$ cat src/rtl/wb_bus_arbiter.sv
// wb_bus_arbiter: two-master round-robin Wishbone arbiter with bus-timeout watchdog
//
// Ports:
//   clk, nrst             clock, asynchronous active-low reset
//   m0_* / m1_*           Wishbone master ports (cyc, stb, we, sel, adr, dat in; ack, dat out)
//   s_*                   Wishbone port towards the address-decoding interconnect
//   grant                 one-hot owner (bit 0 = master 0), 2'b00 when idle
//   timeout_err           sticky flag, set on any watchdog timeout
//   timeout_clr           clears timeout_err (a simultaneous timeout wins)
module wb_bus_arbiter #(
   parameter int          TIMEOUT_CYCLES = 255,
   parameter logic [31:0] TIMEOUT_DATA   = 32'hDEAD_BEEF
) (
   input  logic        clk,
   input  logic        nrst,
   input  logic        m0_cyc_i,
   input  logic        m0_stb_i,
   input  logic        m0_we_i,
   input  logic [3:0]  m0_sel_i,
   input  logic [31:0] m0_adr_i,
   input  logic [31:0] m0_dat_i,
   output logic        m0_ack_o,
   output logic [31:0] m0_dat_o,
   input  logic        m1_cyc_i,
   input  logic        m1_stb_i,
   input  logic        m1_we_i,
   input  logic [3:0]  m1_sel_i,
   input  logic [31:0] m1_adr_i,
   input  logic [31:0] m1_dat_i,
   output logic        m1_ack_o,
   output logic [31:0] m1_dat_o,
   output logic        s_cyc_o,
   output logic        s_stb_o,
   output logic        s_we_o,
   output logic [3:0]  s_sel_o,
   output logic [31:0] s_adr_o,
   output logic [31:0] s_dat_o,
   input  logic        s_ack_i,
   input  logic [31:0] s_dat_i,
   output logic [1:0]  grant,
   output logic        timeout_err,
   input  logic        timeout_clr
);

   localparam int CW = $clog2(TIMEOUT_CYCLES + 1);

   typedef enum logic [1:0] {IDLE, GNT0, GNT1} state_t;

   state_t        state, state_nxt;
   logic          last, last_nxt;
   logic [CW-1:0] cnt, cnt_nxt;
   logic          req0, req1, own, sel1, m_stb, to_ack, ack;
   logic [31:0]   dat;

   assign req0 = m0_cyc_i & m0_stb_i;
   assign req1 = m1_cyc_i & m1_stb_i;
   assign own  = state != IDLE;
   assign sel1 = state == GNT1;

   // Arbitration only happens in IDLE; an owner keeps the bus until its cyc falls
   always_comb begin
      state_nxt = state;
      last_nxt  = last;
      case (state)
         IDLE: begin
            if (req0 & req1) begin
               state_nxt = last ? GNT0 : GNT1;
               last_nxt  = ~last;
            end else if (req0) begin
               state_nxt = GNT0;
               last_nxt  = 1'b0;
            end else if (req1) begin
               state_nxt = GNT1;
               last_nxt  = 1'b1;
            end
         end
         GNT0:    state_nxt = m0_cyc_i ? GNT0 : IDLE;
         GNT1:    state_nxt = m1_cyc_i ? GNT1 : IDLE;
         default: state_nxt = IDLE;
      endcase
   end

   // Owner's request path; everything reads 0 while idle
   always_comb begin
      s_cyc_o = 1'b0;
      m_stb   = 1'b0;
      s_we_o  = 1'b0;
      s_sel_o = 4'h0;
      s_adr_o = 32'h0;
      s_dat_o = 32'h0;
      if (own) begin
         s_cyc_o = sel1 ? m1_cyc_i : m0_cyc_i;
         m_stb   = sel1 ? m1_stb_i : m0_stb_i;
         s_we_o  = sel1 ? m1_we_i  : m0_we_i;
         s_sel_o = sel1 ? m1_sel_i : m0_sel_i;
         s_adr_o = sel1 ? m1_adr_i : m0_adr_i;
         s_dat_o = sel1 ? m1_dat_i : m0_dat_i;
      end
   end

   // A real acknowledge in the expiry cycle suppresses the synthetic one
   assign to_ack  = own & m_stb & ~s_ack_i & (cnt == CW'(TIMEOUT_CYCLES));
   assign s_stb_o = m_stb & ~to_ack;
   assign ack     = own & (s_ack_i | to_ack);
   assign dat     = to_ack ? TIMEOUT_DATA : s_dat_i;

   assign m0_ack_o = (state == GNT0) & ack;
   assign m1_ack_o = sel1 & ack;
   assign m0_dat_o = (state == GNT0) ? dat : 32'h0;
   assign m1_dat_o = sel1 ? dat : 32'h0;
   assign grant    = {sel1, state == GNT0};

   // Counts unacknowledged strobe cycles; the forced-low strobe on expiry clears it
   assign cnt_nxt = (own & s_stb_o & ~s_ack_i) ? cnt + CW'(1) : '0;

   always_ff @(posedge clk or negedge nrst) begin
      if (!nrst) begin
         state       <= IDLE;
         last        <= 1'b1;
         cnt         <= '0;
         timeout_err <= 1'b0;
      end else begin
         state       <= state_nxt;
         last        <= last_nxt;
         cnt         <= cnt_nxt;
         timeout_err <= to_ack ? 1'b1 : timeout_clr ? 1'b0 : timeout_err;
      end
   end

endmodule
$ cat config.mk
export PLATFORM = sky130hd
export DESIGN_NAME = wb_bus_arbiter
export DESIGN_NICKNAME = d
export VERILOG_FILES = /design/src/rtl/wb_bus_arbiter.sv
export SDC_FILE = /design/constraint.sdc
export NUM_CORES = 1
export LEC_CHECK = 0
export BUFFER_PORTS_ARGS = -buffer_cell sky130_fd_sc_hd__buf_2
export CORE_AREA = 2 2 125 127
export CTS_BUF_LIST = sky130_fd_sc_hd__clkbuf_8 sky130_fd_sc_hd__clkbuf_16
export CTS_CLUSTER_SIZE = 20
export DETAILED_ROUTE_END_ITERATION = 6
export DIE_AREA = 0 0 127 129
export MAX_ROUTING_LAYER = met4
export PLACE_DENSITY = 0.51
export SLEW_MARGIN = 25
export SYNTH_ARGS = -nofsm -noshare
export SYNTH_HDL_FRONTEND = slang
export SYNTH_SLANG_ARGS = --single-unit
$ cat constraint.sdc
create_clock -name clk -period 2.5 [get_ports clk]
set_clock_uncertainty 0.2 [all_clocks]
set_input_delay 0.375 -clock clk [delete_from_list [all_inputs] [get_ports clk]]
set_output_delay 0.375 -clock clk [all_outputs]
set_load 0.03 [all_outputs]
==> out/metrics.csv <==
stage,metric,value,unit
place,placed_cells,738,
logic_synthesis,ys_warn_count,0,
run_status,status,"finished, violations left",
floorplanning,start_util,0.128,
logic_synthesis,synth_sequential_area_ratio,0.158,
timing,drv_slew,0,
timing,period_needed,2.63,ns
final_layout,layoutNonFillerInstCount,755,
final_layout,mostFrequentLayoutCell,buf_2,
logic_synthesis,yosysTopAreaCell,a22o_1,
power_and_ir_drop,max-vdd-ir-drop,0.373,mV
critical_path,required,1.92,ns
timing,max-slew-margin-rel,0.653,
floorplanning,die_x,127,um
place,dp_hpwl,9040,um
grt,grt_max_degree,71,
final_layout,finalNetCount,747,
final_layout,layout_common_cells,"251 x buf_2, 70 x a22o_1, 59 x buf_6",
final_layout,utilization,0.309,
flow_run,maxCapViolations,0,
timing,worst_pin_slew,0.520,ns
final_layout,drive_gt1_frac,0.716,
route,viasPerCell,4.35,
route,first_pass_iters,6,
timing,fmax,0.380,GHz
route,drc_errors,1,
clocking,clock_latency,0.24,ns
route,wl_per_cell,16.8,um
critical_path,cp_cell_sequence,"ha_4, nand3_2, a2111o_2, buf_12, buf_6, a21oi_2, buf_4",
critical_path,startpoint_type,flip-flop,
grt,track_usage,0.123,
clocking,cts_sinks,12,
clocking,cts_buffer_depth,2,
floorplanning,floorplan.rows,45,
grt,grt_first_pass_wirelength,15800,um
power_and_ir_drop,leakage,2.48,nW
timing,rsz0062_at_grt,yes,
clocking,cts_buffers,3,
place,gp_congestion,0.801,
power_and_ir_drop,pwr_density_cell,394,nW/um2
critical_path,ff2ff_path_depth,6,
critical_path,slowest_stage,a2111o_2,
grt,grt_overflow,0,
timing,setup_violations,66,
clocking,clkTransAtPathRegs,0.04,ns
critical_path,path_depth,7,
critical_path,max_stage_delay,0.48,ns
logic_synthesis,synth.net_count,431,
critical_path,cp-endpoint,m0_dat_o[11],
floorplanning,chipHeight,129,um
clocking,cts_tree,yes,
place,io_buffers,317,
critical_path,startpoint,cnt[1]$_DFF_PN0_,
timing,layout_setup_ws,-0.134,ns
critical_path,path_buf_inv,3,
clocking,cts_root_buf,clkbuf_16,
logic_synthesis,syn_area_per_cell,7.59,um2
timing,finalCritPeriodShare,1.05,
min_path,hold_path_class,input pin to flip-flop,
floorplanning,io_pins,318,
logic_synthesis,ys_ff_latch,12,
critical_path,reg2reg_to,timeout_err$_DFFE_PN0P_,
timing,fin_setup_tns,-5.76,ns
logic_synthesis,synth.top_cells.by_area,"a22o_1 32%, dfrtp_1 14%, a21oi_2 13%",
route,dr_total_vias,3282,
logic_synthesis,netlist_area,1910,um2
route,drt-total-wl,12700,um
logic_synthesis,ys_types,36,
final_layout,fillCellCount,1595,
route,drt_iter0_drc,132,
final_layout,diodes,0,
critical_path,path_class,flip-flop to primary output,
grt,grt_pass1_vias,2897,
critical_path,cp_max_fo,9,
critical_path,critPathArrivalTime,2.06,ns
logic_synthesis,synthCells,252,
critical_path,reg2reg_slack,0.69,ns
critical_path,regToRegStartpoint,cnt[1]$_DFF_PN0_,
floorplanning,core,15000,um2
floorplanning,fp.dieArea,16400,um2
run_status,failed_checks,"design-rule violations, negative setup slack",
grt,antenna_found_initial,0,
critical_path,cpLargestDelayFamily,compound AO/OA/AOI/OAI gates,
critical_path,critPathCaptureType,primary output,
logic_synthesis,yosysTopAreaCellShare,0.320,
clocking,htreeDepth,1,
timing,hold_violations,0,
final_layout,syn2layout_area_growth,142,%
route,ant_nets,0,
==> cells by family (layout without fill, tap and decap cells) <==
family	after synthesis	count (layout)	synth area share
XOR/XNOR	2	2	0.00916
adder cells (fa/ha/maj)	1	1	0.00654
buffers and inverters	60	375	0.133
flip-flops	12	12	0.158
AO/OA/AOI/OAI	136	136	0.564
AND/OR/NAND/NOR	41	41	0.129
==> metal layers <==
layer,vias up,part of all wire,GRT usage
met2,165,0.52,0.207
met5,-,0,-
met4,0,0.0059,0.00840
met3,8,0.062,0.0179
li1,1581,-,-
met1,1528,0.41,0.165
==> how the worst min path moves through the flow <==
stage	startpoint	slack (ns)	cells past startpoint	endpoint
2_1_floorplan	nrst	-0.12	0	cnt[0]$_DFF_PN0_
3_3_place_gp	nrst	0.07	1	cnt[7]$_DFF_PN0_
3_5_place_dp	nrst	0.07	1	cnt[7]$_DFF_PN0_
4_1_cts	timeout_clr	0.11	2	timeout_err$_DFFE_PN0P_
5_1_grt	timeout_clr	0.12	2	timeout_err$_DFFE_PN0P_
6_report	timeout_clr	0.11	2	timeout_err$_DFFE_PN0P_
==> stage by stage <==
stage,hold slack [ns],setup slack (ns),power (W),instance area [um2]
2_1_floorplan,-0.121,0.0316,0.000952,1910
3_3_place_gp,0.0686,0.115,0.00136,3700
3_5_place_dp,0.0740,0.0875,0.00136,3700
4_1_cts,0.106,-0.0761,0.00177,4170
5_1_grt,0.121,-0.190,0.00191,4630
6_report,0.113,-0.134,0.00182,4630
==> synth_stat cells <==
master / instances
a2111o_1: 1
a211oi_1: 1
a21o_1: 1
a21oi_1: 25
a21oi_2: 29
a22o_1: 70
a22oi_1: 1
a31oi_1: 1
and3_1: 16
buf_1: 1
buf_2: 3
buf_4: 1
buf_6: 3
clkbuf_1: 22
dfrtp_1: 11
dfstp_2: 1
ha_1: 1
inv_1: 29
inv_2: 1
nand2_1: 4
nand2b_1: 3
nand3_1: 2
nand3_2: 1
nand3b_1: 2
nand4_1: 2
nand4b_1: 1
nor2_1: 3
nor3_1: 2
nor3b_1: 3
o211ai_1: 1
o21ai_0: 2
o21ai_1: 1
o21ba_2: 1
o31ai_1: 2
or3_1: 2
xnor2_1: 2
==> registers in the layout, summed over array words and instances, names as in the netlist <==
name,flops
state,2
cnt,8
timeout_err,1
last,1
==> power by group <==
| group | internal (W) | switching (W) |
|---|---|---|
| combinational | 0.000486 | 0.000793 |
| clock | 0.000241 | 0.0000831 |
| sequential | 0.000211 | 0.00000798 |
| total | 0.000939 | 0.000884 |
==> what timing repair did <==
action,in CTS,in global routing
hold buffers,1,0
gates resized for setup,113,51
endpoints found under the setup margin,66,108
gates cloned,1,8
endpoints found under the hold margin,11,0
pin swaps,1,2
setup buffers,0,3
==> area by class of cell <==
class / count / area [um2] / area share
Inverter: 30 / 113 / 0.0243
Sequential cell: 12 / 303 / 0.0654
Tap cell: 188 / 235 / 0.0508
Timing Repair Buffer: 341 / 2320 / 0.501
Clock buffer: 4 / 88.8 / 0.0192
Multi-Input combinational cell: 180 / 1570 / 0.340
No activity file was read; power rests on OpenSTA's default activity.
